==> config.mk <==
export PLATFORM = sky130hd
export DESIGN_NAME = seq_divider
export DESIGN_NICKNAME = d
export VERILOG_FILES = /design/src/rtl/seq_divider.sv
export SDC_FILE = /design/constraint.sdc
export NUM_CORES = 1
export LEC_CHECK = 0
export BUFFER_PORTS_ARGS = -buffer_cell sky130_fd_sc_hd__buf_4
export CAP_MARGIN = 20
export CORE_AREA = 2 2 96 98
export DETAILED_ROUTE_END_ITERATION = 10
export DIE_AREA = 0 0 98 100
export SLEW_MARGIN = 20
export SYNTH_ARGS = -nofsm -noshare
export SYNTH_HDL_FRONTEND = slang
export SYNTH_SLANG_ARGS = --single-unit
==> constraint.sdc <==
create_clock -name clk -period 4 [get_ports clk]
set_clock_uncertainty 0.1 [all_clocks]
set_input_delay 0.6 -clock clk [delete_from_list [all_inputs] [get_ports clk]]
set_output_delay 0.6 -clock clk [all_outputs]
set_load 0.01 [all_outputs]
==> src/rtl/seq_divider.sv <==
// ---------------------------------------------------------------------------
// seq_divider
//   Unsigned sequential divider using restoring shift-subtract division.
//   It produces one quotient bit per clock, MSB first. A 2N-bit dividend
//   is divided by an N-bit divisor, giving a 2N-bit quotient and an N-bit
//   remainder.
//
//   Optional feature (compile-time macro SEQ_DIVIDER_DZ_EN):
//     When defined, a zero divisor skips the iteration and completes at once
//     with dz=1.
//     When undefined, dz is tied low and a zero divisor runs the normal
//     algorithm. That gives an all-ones quotient and dividend[N-1:0] as the
//     remainder.
//
// Ports
//   clk        in   1    rising-edge clock
//   rst        in   1    synchronous, active-high reset
//   start      in   1    operation request, only looked at while idle
//   dividend   in   2N   unsigned numerator, captured when start is accepted
//   divisor    in   N    unsigned denominator, captured when start is accepted
//   busy       out  1    operation in progress
//   done       out  1    one-cycle pulse, results valid
//   quotient   out  2N   registered quotient, held until the next result
//   remainder  out  N    registered remainder, held until the next result
//   dz         out  1    divide-by-zero flag, valid with done
// ---------------------------------------------------------------------------
module seq_divider #(
  parameter int N = 8
) (
  input  logic             clk,
  input  logic             rst,
  input  logic             start,
  input  logic [2*N-1:0]   dividend,
  input  logic [N-1:0]     divisor,
  output logic             busy,
  output logic             done,
  output logic [2*N-1:0]   quotient,
  output logic [N-1:0]     remainder,
  output logic             dz
);

  typedef enum logic [1:0] {
    IDLE = 2'd0,
    RUN  = 2'd1,
    DONE = 2'd2
  } state_t;

  localparam int CW = $clog2(2 * N);
  localparam logic [CW-1:0] LAST_BIT = CW'(2 * N - 1);

  state_t           state_q, state_d;
  logic [2*N-1:0]   dividend_q, dividend_d;
  logic [N-1:0]     divisor_q, divisor_d;
  logic [N-1:0]     partial_q, partial_d;
  logic [2*N-1:0]   quot_work_q, quot_work_d;
  logic [CW-1:0]    count_q, count_d;
  logic [2*N-1:0]   quotient_q, quotient_d;
  logic [N-1:0]     remainder_q, remainder_d;
  logic             busy_q, busy_d;
  logic             done_q, done_d;

  // Trial partial remainder for this iteration. It is N+1 bits wide.
  // After a subtract the partial remainder is always below the divisor, so
  // only N bits need storing between cycles.
  logic [N:0]       trial;
  logic [N-1:0]     trial_diff;
  logic             q_bit;

`ifdef SEQ_DIVIDER_DZ_EN
  logic             dz_q, dz_d;
`endif

  // Next-state and datapath logic.
  // The state register sequences IDLE -> RUN (2N iterations) -> DONE -> IDLE.
  // done and busy are registered, so the done pulse appears in the cycle
  // after the FSM leaves DONE. busy falls on that same edge.
  always_comb begin
    state_d     = state_q;
    dividend_d  = dividend_q;
    divisor_d   = divisor_q;
    partial_d   = partial_q;
    quot_work_d = quot_work_q;
    count_d     = count_q;
    quotient_d  = quotient_q;
    remainder_d = remainder_q;
    done_d      = 1'b0;
`ifdef SEQ_DIVIDER_DZ_EN
    dz_d        = dz_q;
`endif

    trial      = {partial_q, dividend_q[2*N-1]};
    q_bit      = (trial >= {1'b0, divisor_q});
    // Whenever q_bit is set the true difference fits in N bits,
    // so a modulo-2^N subtract is exact.
    trial_diff = trial[N-1:0] - divisor_q;

    unique case (state_q)
      IDLE: begin
        if (start) begin
          dividend_d  = dividend;
          divisor_d   = divisor;
          partial_d   = '0;
          quot_work_d = '0;
          count_d     = '0;
          state_d     = RUN;
`ifdef SEQ_DIVIDER_DZ_EN
          if (divisor == '0) begin
            state_d     = DONE;
            quotient_d  = '1;
            remainder_d = dividend[N-1:0];
            dz_d        = 1'b1;
          end
`endif
        end
      end

      RUN: begin
        partial_d   = q_bit ? trial_diff : trial[N-1:0];
        dividend_d  = {dividend_q[2*N-2:0], 1'b0};
        quot_work_d = {quot_work_q[2*N-2:0], q_bit};
        count_d     = count_q + 1'b1;
        if (count_q == LAST_BIT) begin
          state_d     = DONE;
          quotient_d  = {quot_work_q[2*N-2:0], q_bit};
          remainder_d = q_bit ? trial_diff : trial[N-1:0];
`ifdef SEQ_DIVIDER_DZ_EN
          dz_d        = 1'b0;
`endif
        end
      end

      DONE: begin
        state_d = IDLE;
        done_d  = 1'b1;
      end

      default: begin
        state_d = IDLE;
      end
    endcase

    busy_d = (state_d != IDLE);
  end

  // State and datapath registers. A synchronous reset clears everything,
  // which also abandons any operation in flight.
  always_ff @(posedge clk) begin
    if (rst) begin
      state_q     <= IDLE;
      dividend_q  <= '0;
      divisor_q   <= '0;
      partial_q   <= '0;
      quot_work_q <= '0;
      count_q     <= '0;
      quotient_q  <= '0;
      remainder_q <= '0;
      busy_q      <= 1'b0;
      done_q      <= 1'b0;
`ifdef SEQ_DIVIDER_DZ_EN
      dz_q        <= 1'b0;
`endif
    end else begin
      state_q     <= state_d;
      dividend_q  <= dividend_d;
      divisor_q   <= divisor_d;
      partial_q   <= partial_d;
      quot_work_q <= quot_work_d;
      count_q     <= count_d;
      quotient_q  <= quotient_d;
      remainder_q <= remainder_d;
      busy_q      <= busy_d;
      done_q      <= done_d;
`ifdef SEQ_DIVIDER_DZ_EN
      dz_q        <= dz_d;
`endif
    end
  end

  assign busy      = busy_q;
  assign done      = done_q;
  assign quotient  = quotient_q;
  assign remainder = remainder_q;
`ifdef SEQ_DIVIDER_DZ_EN
  assign dz        = dz_q;
`else
  assign dz        = 1'b0;
`endif

endmodule

==> metrics.csv <==
stage,metric,value,unit
setup_path,crit path DAT,2.59,ns
cts,setup bufs post-CTS,0,
setup_path,critical path cell sequence,"and2b_1, buf_4, and2_1, nor2_1, a22o_1",
setup_path,CP Max Fanout,25,
hold_path,WHS Path Cells,2,
setup_path,Critical Path Start Type,flip-flop,
route,Post-route DRC,0,
die,num rows,35,
synth,ys flop type,dfxtp_1,
synth,Post-Syn Area,3420,um2
power_and_ir_drop,P_leak,1.61,nW
setup_path,r2r worst-path depth,5,
route,Initial DRC Count,102,
sta,final hold vios,0,
synth,most frequent cell after synthesis,dfxtp_1,
synth,Mapped Cells,419,
route,final WL,7340,um
synth,syn nets,456,
cts,H-tree Lvls,3,
sta,Peak Freq,410,MHz
finish,Syn-to-layout area delta,17.8,%
setup_path,WS Path Type,flip-flop to flip-flop,
cts,PostCTS Resize Cnt,0,
cts,Clock Sinks,79,
placed_design,Routability Congestion,0.840,
die,initial core utilization,38.4,%
synth,"Seq/Total Area, Yosys",46.3,%
die,Die Width,98,um
sta,Worst Tran Pin Value,0.841,ns
finish,layout cells sized above 1,16.7,%
grt,remaining global-route overflow,0,
cts,clk buf depth,2,
finish,Finished Layout Cells,573,
route,WL/cell,12.8,um
synth,synth unique cells,46,
placed_design,placed insts,557,
grt,GRT Total Usage,15.5,%
synth,share of the synthesized area in the top cell type,46.3,%
setup_path,CP endpoint kind,flip-flop,
setup_path,Register-to-Register Setup Slack,1.56,ns
placed_design,dpl ws,1.55,ns
synth,Commonest cells post-synth,"79 x dfxtp_1, 70 x nor2_1, 60 x nand2_1",
grt,antenna violations before repair,0,
power_and_ir_drop,PwrDens,451,nW/um2
setup_path,CP peak stage delay,0.72,ns
cts,CTS Buf Count,9,
synth,"area leader, netlist",dfxtp_1,
finish,antenna cells,0,
sta,setup_tns,0,ns
route,Via Count,2822,
run,Max-Cap Viols,0,
finish,Final #Nets,494,
die,Core Area,8890,um2
synth,Post-synth EDFFs,0,
cts,Worst-path clk slew,0.08,ns
cts,CTS Hold Buffers Added,0,
sta,fin crit share,61.0,%
grt,first-pass GRT wire length,12300,um
sta,"Slew Viols, Final",0,
cts,Root Buffer Master,clkbuf_8,
sta,# setup viols final,0,
setup_path,Slowest cell on crit path,and2_1,
sta,RSZ-0062 raised after global routing,false,
route,DRT antenna net count,0,
route,routed vias/inst,4.92,
placed_design,port bufs,52,
sta,fin crit period,2.44,ns
synth,synth warn,0,
synth,Synth async-reset ratio,0,%
route,Pre-antenna DRT Iters,4,
die,die area,9800,um2
synth,Yosys reg bits,79,
die,# IOs,54,
synth,top post-synthesis cells by area,"dfxtp_1 46%, nor2_1 7.7%, nand2_1 6.6%, a21oi_1 6.4%, a22oi_1 3.5%",
grt,largest net degree at the start of global routing,72,
outcome,status,finished clean,
grt,number of global-route vias before repair,2623,
power_and_ir_drop,maximum VDD drop,0.000169,V
sta,worst relative slew slack,43.9,%
sta,Final WS setup,1.56,ns
cts,CTS tree,built,
placed_design,HPWL after DPL,4900,um
hold_path,hold crit path type,flip-flop to flip-flop,
synth,syn avg cell area,8.16,um2
cts,clk_lat worst skew,0.35,ns
setup_path,Worst EP required,4.15,ns
die,Die Span Y,100,um
## layer usage
metal / vias up / track usage (%) / share of wire [%]
met5: - / 0 / 0
met4: 0 / 5.98 / 1.8
met3: 11 / 4.46 / 4.5
met2: 63 / 24.3 / 45
met1: 1269 / 20.4 / 49
li1: 1479 / - / -
## sequential cells by signal, indices dropped and copies added, names as in the netlist
name         flops
partial_q        8
remainder        8
busy             1
state_q          2
quotient        16
dividend_q      16
quot_work_q     15
done             1
count_q          4
divisor_q        8
## power breakdown
group	switching (mW)	total [mW]	internal, mW
sequential	0.0227	0.845	0.823
clock	0.300	0.562	0.262
combinational	0.226	0.406	0.180
## cell families (layout without fill, tap and decap cells)
| logic type | count (synthesis) | count (layout) | share of synthesized area (%) |
|---|---|---|---|
| AO/OA/AOI/OAI | 96 | 96 | 17.7 |
| XOR/XNOR | 6 | 6 | 1.54 |
| adder cells (fa/ha/maj) | 10 | 10 | 3.88 |
| buffers and inverters | 41 | 84 | 5.35 |
| flip-flops | 79 | 79 | 46.3 |
| multiplexers | 7 | 7 | 2.05 |
| other | 1 | 1 | 0.110 |
| AND/OR/NAND/NOR | 179 | 179 | 23.1 |
## through the flow
step / power (mW) / area [um2] / hold WS, ns / util [%]
detailed placement: 1.27 / 3830 / 0.348 / 43.1
finish: 1.81 / 4030 / 0.359 / 45.3
global route: 1.92 / 4030 / 0.382 / 45.3
floorplan: 1.22 / 3420 / 0.332 / -
global placement: 1.27 / 3830 / 0.345 / 43.1
CTS: 1.84 / 4030 / 0.361 / 45.3
## worst max-delay path: cells and delay by family (launching register included)
kind                   cells  cell delay (ns)
DFF                        1             0.51
buffers and inverters      1             0.24
AOI/OAI and AO/OA          1             0.28
and+or+nand+nor            3             1.21
## placed cells by master, fill, tap and decap left out, types with 2 or more instances in the layout
cell type and n:
nor2_1 70, mux2i_1 7, a21oi_1 44, o21bai_1 2, ha_1 9, a22oi_1 16
xnor2_1 5, a22o_1 2, nand2_1 60, o21ai_1 10, clkinvlp_4 3, nand3_1 3
clkbuf_8 11, a211oi_1 10, inv_1 13, dfxtp_1 79, a21o_1 2, a21oi_2 2
and2_1 2, nor3_1 13, nor3b_1 3, nand2b_1 5, nor2b_1 14, buf_4 55
## path summary, 6_finish.rpt
kind,from,to
setup reg to reg,state_q[1]$_SDFF_PP0_,remainder[0]$_SDFFE_PP0P_
hold reg to reg,quotient[13]$_SDFFE_PP0P_,quotient[13]$_SDFFE_PP0P_
hold / removal,quotient[13]$_SDFFE_PP0P_,quotient[13]$_SDFFE_PP0P_
setup / recovery,state_q[1]$_SDFF_PP0_,remainder[0]$_SDFFE_PP0P_
## layout make-up
| cell class | instances | area, um2 |
|---|---|---|
| timing repair buffer | 55 | 413 |
| clock buffer | 11 | 151 |
| tap | 111 | 139 |
| inverter | 13 | 48.8 |
| clock inverter | 5 | 40.0 |
| sequential | 79 | 1580 |
| fill | 902 | 4860 |
| multi-input combinational | 299 | 1650 |
No activity file was read; power rests on OpenSTA's default activity.
